### src/rtl/jk_exciter_if.sv
// jk_exciter_if
//   Request/response bundle between a requester and jk_exciter.
//   Parameter WIDTH : number of external JK flip-flops.
//   Signals:
//     req_valid, req_target, q_in  requester -> exciter (request and bank q)
//     req_ready                    exciter -> requester (accepting requests)
//     j, k                         exciter drive to the external JK bank
//     done, err                    one-cycle completion / mismatch pulses
//     err_mask, err_count          last per-bit mismatch, saturating error count
//   Modports: master (requester side), slave (exciter side).
interface jk_exciter_if #(
  parameter int WIDTH = 4
);
  logic             req_valid;
  logic             req_ready;
  logic [WIDTH-1:0] req_target;
  logic [WIDTH-1:0] q_in;
  logic [WIDTH-1:0] j;
  logic [WIDTH-1:0] k;
  logic             done;
  logic             err;
  logic [WIDTH-1:0] err_mask;
  logic [7:0]       err_count;

  modport master (
    output req_valid, req_target, q_in,
    input  req_ready, j, k, done, err, err_mask, err_count
  );

  modport slave (
    input  req_valid, req_target, q_in,
    output req_ready, j, k, done, err, err_mask, err_count
  );
endinterface

### src/rtl/jk_exciter.sv
// jk_exciter
//   Drives a bank of external JK flip-flops toward a requested state, then
//   checks after SETTLE cycles that the bank really got there.
//   Parameters:
//     WIDTH  (1..16) number of flip-flops driven
//     SETTLE (1..15) check-wait cycles after the one-cycle drive
//   Ports:
//     clk  rising-edge clock
//     rst  asynchronous active-low reset
//     bus  jk_exciter_if.slave (request handshake, bank q, j/k, status)
//   Build option:
//     JK_EXCITER_TOGGLE_EN  when defined, differing bits are driven j=k=1
//                           (toggle); otherwise explicit set/reset is used
//                           and j=k=1 is never driven.
module jk_exciter #(
  parameter int WIDTH  = 4,
  parameter int SETTLE = 1
) (
  input  logic         clk,
  input  logic         rst,
  jk_exciter_if.slave  bus
);

  typedef enum logic [1:0] {
    IDLE  = 2'd0,
    DRIVE = 2'd1,
    CHECK = 2'd2
  } state_t;

  localparam logic [3:0] LAST_CHECK = 4'(SETTLE - 1);

  state_t           state;
  state_t           state_nx;
  logic [WIDTH-1:0] tgt_r;
  logic [WIDTH-1:0] j_r;
  logic [WIDTH-1:0] k_r;
  logic [WIDTH-1:0] j_nx;
  logic [WIDTH-1:0] k_nx;
  logic [WIDTH-1:0] diff;
  logic [WIDTH-1:0] mismatch;
  logic [WIDTH-1:0] err_mask_r;
  logic [3:0]       settle_cnt;
  logic             done_r;
  logic             err_r;
  logic [7:0]       err_count_r;
  logic             accept;
  logic             last_check;

  // Handshake and end-of-check decode.
  always_comb begin
    accept     = (state == IDLE) && bus.req_valid;
    last_check = (state == CHECK) && (settle_cnt == LAST_CHECK);
    mismatch   = bus.q_in ^ tgt_r;
  end

  // Excitation from the q present at acceptance. The j/k flops capture this
  // at the accepting edge, so they also serve as the captured-q record: the
  // drive cannot be disturbed by later changes on req_target or q_in.
  always_comb begin
    diff = bus.q_in ^ bus.req_target;
`ifdef JK_EXCITER_TOGGLE_EN
    j_nx = diff;
    k_nx = diff;
`else
    j_nx = diff & bus.req_target;
    k_nx = diff & ~bus.req_target;
`endif
  end

  // Next-state logic; req_ready is only offered while idle.
  always_comb begin
    state_nx      = state;
    bus.req_ready = 1'b0;
    case (state)
      IDLE: begin
        bus.req_ready = 1'b1;
        if (accept) state_nx = DRIVE;
      end
      DRIVE:   state_nx = CHECK;
      CHECK:   if (last_check) state_nx = IDLE;
      default: state_nx = IDLE;
    endcase
  end

  // State register.
  always_ff @(posedge clk or negedge rst) begin
    if (!rst) state <= IDLE;
    else      state <= state_nx;
  end

  // Datapath: j/k are nonzero only during the DRIVE cycle because they load
  // on acceptance and clear on every other edge. done/err are single-cycle
  // pulses raised on the final CHECK edge.
  always_ff @(posedge clk or negedge rst) begin
    if (!rst) begin
      tgt_r       <= '0;
      j_r         <= '0;
      k_r         <= '0;
      err_mask_r  <= '0;
      settle_cnt  <= '0;
      done_r      <= 1'b0;
      err_r       <= 1'b0;
      err_count_r <= '0;
    end else begin
      done_r <= 1'b0;
      err_r  <= 1'b0;
      if (accept) begin
        tgt_r <= bus.req_target;
        j_r   <= j_nx;
        k_r   <= k_nx;
      end else begin
        j_r <= '0;
        k_r <= '0;
      end
      if (state == CHECK) begin
        if (last_check) begin
          settle_cnt <= '0;
          err_mask_r <= mismatch;
          done_r     <= 1'b1;
          err_r      <= |mismatch;
          if ((|mismatch) && (err_count_r != 8'hFF))
            err_count_r <= err_count_r + 8'd1;
        end else begin
          settle_cnt <= settle_cnt + 4'd1;
        end
      end
    end
  end

  // Output wiring.
  always_comb begin
    bus.j         = j_r;
    bus.k         = k_r;
    bus.done      = done_r;
    bus.err       = err_r;
    bus.err_mask  = err_mask_r;
    bus.err_count = err_count_r;
  end

endmodule

### src/flat_wrapper.sv
// flat-port wrapper written by rule: the top's interface ports become plain ports
module jk_exciter_flat 
#(
  parameter int WIDTH  = 4,
  parameter int SETTLE = 1
)
  (clk, rst, bus_req_valid, bus_req_target, bus_q_in, bus_req_ready, bus_j, bus_k, bus_done, bus_err, bus_err_mask, bus_err_count);
  jk_exciter_if #(.WIDTH(WIDTH)) bus_i ();
  input  logic clk;
  input  logic rst;
  input wire logic [$bits(bus_i.req_valid)-1:0] bus_req_valid;
  input wire logic [$bits(bus_i.req_target)-1:0] bus_req_target;
  input wire logic [$bits(bus_i.q_in)-1:0] bus_q_in;
  output wire logic [$bits(bus_i.req_ready)-1:0] bus_req_ready;
  output wire logic [$bits(bus_i.j)-1:0] bus_j;
  output wire logic [$bits(bus_i.k)-1:0] bus_k;
  output wire logic [$bits(bus_i.done)-1:0] bus_done;
  output wire logic [$bits(bus_i.err)-1:0] bus_err;
  output wire logic [$bits(bus_i.err_mask)-1:0] bus_err_mask;
  output wire logic [$bits(bus_i.err_count)-1:0] bus_err_count;
  assign bus_i.req_valid = bus_req_valid;
  assign bus_i.req_target = bus_req_target;
  assign bus_i.q_in = bus_q_in;
  assign bus_req_ready = bus_i.req_ready;
  assign bus_j = bus_i.j;
  assign bus_k = bus_i.k;
  assign bus_done = bus_i.done;
  assign bus_err = bus_i.err;
  assign bus_err_mask = bus_i.err_mask;
  assign bus_err_count = bus_i.err_count;
  jk_exciter #(.WIDTH(WIDTH), .SETTLE(SETTLE)) u_core (.clk(clk), .rst(rst), .bus(bus_i));
endmodule
### config.mk
export PLATFORM = sky130hd
export DESIGN_NAME = jk_exciter_flat
export DESIGN_NICKNAME = d
export VERILOG_FILES = /design/src/rtl/jk_exciter_if.sv /design/src/rtl/jk_exciter.sv /design/src/flat_wrapper.sv
export SDC_FILE = /design/constraint.sdc
export NUM_CORES = 1
export LEC_CHECK = 0
export ABC_AREA = 1
export CORE_MARGIN = 1.5
export CORE_UTILIZATION = 45
export DETAILED_ROUTE_END_ITERATION = 8
export GPL_ROUTABILITY_DRIVEN = 0
export HOLD_SLACK_MARGIN = 0.06
export MAX_ROUTING_LAYER = met4
export PLACE_DENSITY = 0.73
export SYNTH_ARGS = -nofsm -noshare
export SYNTH_HDL_FRONTEND = slang
export SYNTH_SLANG_ARGS = --single-unit
export TNS_END_PERCENT = 1
### constraint.sdc
create_clock -name clk -period 1.6 [get_ports clk]
set_clock_uncertainty 0.05 [all_clocks]
set_input_delay 0.24 -clock clk [delete_from_list [all_inputs] [get_ports clk]]
set_output_delay 0.24 -clock clk [all_outputs]
set_load 0.05 [all_outputs]
======== Yosys cells after proc, flatten, opt, wreduce, memory -nomap -nowiden ========
Index checks and enable logic that the tools add are counted.
word-level totals
  input port bits ......................... 11
  bits in registers ....................... 32
cells by class
  bitwise operators ....................... 5
  eq/ne operators ......................... 5
  reductions and logical operators ........ 9
  $add $sub $neg .......................... 2
  mux-type cells .......................... 11
operators by type and width
  operator                                       count
  2-to-1 mux 4 bit                               3
  adder 8 x 1 -> 8 bit, second input constant    1
  AND 4 bit                                      2
  != test 8 bit, second input constant           1
  bitwise XOR 4 bit                              2
  case mux 2 bit (3 select lines)                1
  2-to-1 mux 1 bit                               5
  adder 4 x 1 -> 4 bit, second input constant    1
  logical NOT 4 bit                              1
  2-to-1 mux 2 bit                               2
  != test 2 x 1 -> 1 bit, second input constant  2
  inverter 4 bit                                 1
  AND reduction 2 bit                            2
  OR reduction 4 bit                             1
  logical AND 1 bit                              3
  AND reduction 3 bit                            1
  == test 2 x 1 -> 1 bit, second input constant  1
  == test 2 bit, second input constant           1
  logical NOT 2 bit                              1

======== Longest topological paths before layout ========
Gate-level depths: netlist of the first run.
  depth after elaboration ................. 4
  depth in mapped cells ................... 8

======== Least setup slack after synthesis of the first run ========
No wires, ideal clock.
  kind .................................... flip-flop to flip-flop
  from .................................... register u_core.state[1]
  to ...................................... register u_core.tgt_r[0]
  data required time ...................... 1.467 ns
  path slack .............................. -0.165 ns
  cell stages (with the launch flop) ...... 6
  arrival time ............................ 1.631 ns
  library setup time ...................... 0.083 ns
  cell sequence ........................... dfrtp_1 -> nor2_1 -> nand2_1 -> clkinv_1 -> nand2_1 -> o21ai_0
between the ends
  longest elaborated chain between the ends .. 2
ends and longest elaborated chain
  what                    line               source
  start, declared         jk_exciter.sv:32   state_t state;
  start signal, assigned  jk_exciter.sv:88   else state <= state_nx;
  logical NOT 2 bit       jk_exciter.sv:51   accept = (state == IDLE) && bus.req_valid;
  logical AND 1 bit       jk_exciter.sv:51
  end signal, assigned    jk_exciter.sv:108  tgt_r <= bus.req_target;
  end, declared           jk_exciter.sv:34   logic [WIDTH-1:0] tgt_r;
Every way passes these cells.
A chain may end at the register's enable or synchronous reset.

======== Final worst setup path of the first run ========
  from .................................... register u_core.settle_cnt[0]
  to ...................................... register u_core.err_count_r[0] (netlist: u_core.bus.err_count[0])
between the ends
  longest elaborated chain between the ends .. 3
ends and longest elaborated chain
  what                                  line               source
  start, declared                       jk_exciter.sv:42   logic [3:0] settle_cnt;
  start signal, assigned                jk_exciter.sv:124  settle_cnt <= settle_cnt + 4'd1;
  logical NOT 4 bit                     jk_exciter.sv:52   last_check = (state == CHECK) && (settle_cnt == LAST_CHECK);
  logical AND 1 bit                     jk_exciter.sv:52
  AND reduction 3 bit (no source line)  -
  end signal, assigned                  jk_exciter.sv:122  err_count_r <= err_count_r + 8'd1;
  end, declared                         jk_exciter.sv:45   logic [7:0] err_count_r;
Every way passes these cells.

==> run_results.csv, run 1 <==
group,metric,value,unit
grt,grt-ovfl-total,0,
final_layout,final_cell_area,2030,um2
flow_run,max_cap_viol_count,0,
route,wl_per_cell,12.1,um
status,status,"complete, no violations",
floorplanning,io_pins,34,
logic_synthesis,post_synth.cell_area_avg,9.22,um2
sta,setup_viol_count_final,0,
logic_synthesis,synth_top_area_cell,"dfrtp_1",
route,drc_errors,0,
logic_synthesis,synth-compound-area-share,0.0610,
worst_setup_path,worstPathMaxFanout,8,
worst_setup_path,r2r_cells,7,
placed_design,place_area,1930,um2
cts,cts_made_buffers,5,
logic_synthesis,synth_fp_nets,172,
worst_setup_path,worstSetupPathType,"flop to flop",
logic_synthesis,ys_seq_area_frac,0.550,
floorplanning,rows,20,
pwr,leakage,0.00102,uW
cts,root_buffer,"clkbuf_4",
placed_design,dpl.hpwl,2200,um
pwr,p_seq_frac,0.392,
pwr,p_comb_frac,0.434,
cts,cts_tree,"done",
worst_setup_path,cp-endpoint,"u_core.bus.err_count[0]",
logic_synthesis,netlist_instances,158,
route,ant_nets,0,
grt,grt_pass1_vias,1136,
placed_design,port_buffers,33,
worst_setup_path,rr_startpoint,"u_core.settle_cnt[0]",
sta,setup_tns,0,ns
floorplanning,die_x,59.9,um
worst_setup_path,cpMaxStageDelayCell,"dfrtp_1",
worst_setup_path,path_common_cell,"nand2_1",
sta,fmax,653,MHz
sta,min_period,1.53,ns
logic_synthesis,yosys.area_share.adder,0.0258,
worst_setup_path,worstPathRequired,1.77,ns
cts,cts_hold_buf,0,
final_layout,syn_to_final_growth,39.3,%
cts,clockBufferDepth,2,
route,drt-total-wl,3070,um
pwr,pwr-share-clk,0.173,
logic_synthesis,ys_warn_count,0,
sta,finalCritPeriodShare,0.957,
logic_synthesis,synthMuxAreaShare,0,
floorplanning,coreArea,3050,um2
worst_setup_path,crit_cells,7,
pwr,pwr_density_cell,1370,nW/um2
pwr,netSwitchingPower,1150,uW
logic_synthesis,synth_top_flop_cell,"dfrtp_1",
final_layout,drive_gt1_frac,0.252,
worst_hold_path,hold_path_class,"primary input to async pin",
final_layout,num-fill-cells,255,
pwr,total_power,2770,uW
logic_synthesis,synth-simple-area-share,0.283,
logic_synthesis,synth_edf_count,0,
logic_synthesis,ys_ff_latch,32,
logic_synthesis,synth_top_area_frac,0.550,
final_layout,insertedDiodeCount,0,
worst_setup_path,worstPathArrival,1.70,ns
logic_synthesis,synth_top_family_by_area,"simple AND/OR/NAND/NOR gates",
worst_setup_path,worstSetupStartpoint,"u_core.settle_cnt[0]",
pwr,switching_share,0.414,
worst_setup_path,critPathTopFamily,"simple AND/OR/NAND/NOR gates",
cts,clk-insertion-delay-late,0.33,ns
grt,antenna_found_initial,0,
final_layout,layout.area.seq,801,um2
final_layout,multi_input_area,578,um2
worst_setup_path,r2r-end,"u_core.bus.err_count[0]",
worst_setup_path,setup.worst_path.end_class,"flop",
grt,grt_max_degree,33,
floorplanning,dieArea,3590,um2
logic_synthesis,synth_xor_area_frac,0.0241,
sta,slew_headroom,0.740,
pwr,p_int,1630,uW
floorplanning,start_util,0.477,
cts,cts.sinks,32,
cts,h-tree-depth,2,
logic_synthesis,synthTopCellsByArea,"dfrtp_1 55%, nand2_1 12%, inv_1 4.6%",
sta,finalMaxSlewViolations,0,
sta,worst_pin_slew,0.390,ns
logic_synthesis,synth_area,1460,um2
grt,track_usage,0.201,
floorplanning,die_h,59.9,um
route,viasPerCell,4.99,
worst_setup_path,rrSetupSlack,0.07,ns
route,dr.pass1.iters,4,
grt,grt_pass1_wl,5000,um
worst_setup_path,cp_cell_sequence,"inv_1 > ha_1 > nand3_2 > nor2_8 > nand3_4 > nand2_1 > nand2_1",
sta,finalHoldViolations,0,
worst_setup_path,cp_num_buf_inv,1,
worst_setup_path,critPathMaxStageDelay,0.41,ns
pwr,ir_drop,0.708,mV
route,drt_iter0_drc,57,
worst_setup_path,startpoint_type,"flop",
route,dr_total_vias,1268,
final_layout,nets,223,
logic_synthesis,async_flop_share,1.00,
logic_synthesis,yosysMostFrequentCell,"nand2_1",
logic_synthesis,synth_common_cells,"46 x nand2_1, 32 x dfrtp_1, 18 x inv_1",
cts,clk_pin_slew_worst_paths,0.10,ns
logic_synthesis,ys_types,23,
-- cells in the final DEF (no fill, tap or decap) --
master / count
nand2_1: 46
dfrtp_1: 32
buf_4: 27
inv_1: 18
nor2_1: 13
clkdlybuf4s50_1: 10
o21ai_0: 8
nand4_1: 8
buf_12: 8
clkbuf_4: 5
nor3_1: 4
a31oi_1: 4
nand2_2: 2
nand3_2: 2
a21oi_1: 2
nand3_4: 2
nand3_1: 2
xnor2_1: 2
xor2_1: 2
ha_1: 2
clkinv_2: 2
nor2_8: 1
nor2_2: 1
clkinv_1: 1
a21boi_0: 1
o22ai_1: 1
nor2_4: 1
nand3b_1: 1
ha_2: 1
clkbuf_8: 1
-- timing repair --
action / CTS / global route
setup buffers: 0 / 5
resized for setup: 0 / 1
endpoints found under the hold margin: 0 / 0
setup endpoints to repair: 0 / 10
-- power groups by stage --
stage | Combinational, uW | Sequential [uW] | Clock (uW)
2_1_floorplan | 305 | 1480 | 0
3_3_place_gp | 1160 | 1100 | 0
3_5_place_dp | 1180 | 1100 | 0
4_1_cts | 1180 | 1090 | 504
5_1_grt | 1280 | 1110 | 545
6_report | 1200 | 1090 | 481
-- worst min-delay path by stage --
stage | start | endpoint | cells past startpoint
5_1_grt | rst | u_core.bus.err_mask[2] | 2
6_report | rst | u_core.bus.err_mask[2] | 2
3_5_place_dp | u_core.state[1] | u_core.state[1] | 1
3_3_place_gp | u_core.state[1] | u_core.state[1] | 1
2_1_floorplan | rst | u_core.bus.done | 0
4_1_cts | rst | u_core.bus.err_mask[2] | 2
-- logic make-up (layout without fill, tap and decap cells) --
kind of cell	after synthesis	after routing
buf+inv	20	72
xor+xnor	4	4
flops	32	32
simple gates	83	83
fa+ha+maj	3	3
compound gates	16	16
-- sequential cells by signal, summed over array words and instances, names as in the netlist --
name                  flops
u_core.state              2
u_core.bus.k              4
u_core.settle_cnt         4
u_core.bus.done           1
u_core.bus.err            1
u_core.bus.j              4
u_core.bus.err_mask       4
u_core.tgt_r              4
u_core.bus.err_count      8
-- per-stage QoR --
| step | worst slack (ns) | util | instances | hold slack [ns] |
|---|---|---|---|---|
| floorplan | -0.117 | - | 158 | -0.106 |
| global placement | -0.0294 | 0.632 | 241 | 0.470 |
| detailed placement | -0.0812 | 0.632 | 241 | 0.473 |
| CTS | 0.00283 | 0.652 | 249 | 0.238 |
| global route | -0.0135 | 0.665 | 254 | 0.256 |
| finish | 0.0695 | 0.665 | 254 | 0.246 |
-- metal layers --
metal / GRT usage / vias to the layer above / part of all wire
met5: - / - / 0
met4: 0.0794 / 0 / 0.015
met3: 0.0801 / 4 / 0.057
met2: 0.307 / 45 / 0.50
met1: 0.237 / 604 / 0.43
li1: - / 615 / -
-- cell type report --
type | instances | area share
sequential | 32 | 0.395
inverter | 19 | 0.0351
timing repair buffer | 45 | 0.228
multi-input combinational | 106 | 0.285
clock buffer | 6 | 0.0253
tap | 44 | 0.0271
clock inverter | 2 | 0.00493
Note: power is estimated with default switching activity, not from simulation.
==> run 2, diff against run 1 <==
Settings changed: CTS_CLUSTER_SIZE set to 24.
==> results of run 2 <==
Same layout as run 1: the final DEF is identical, and so are final timing and power.
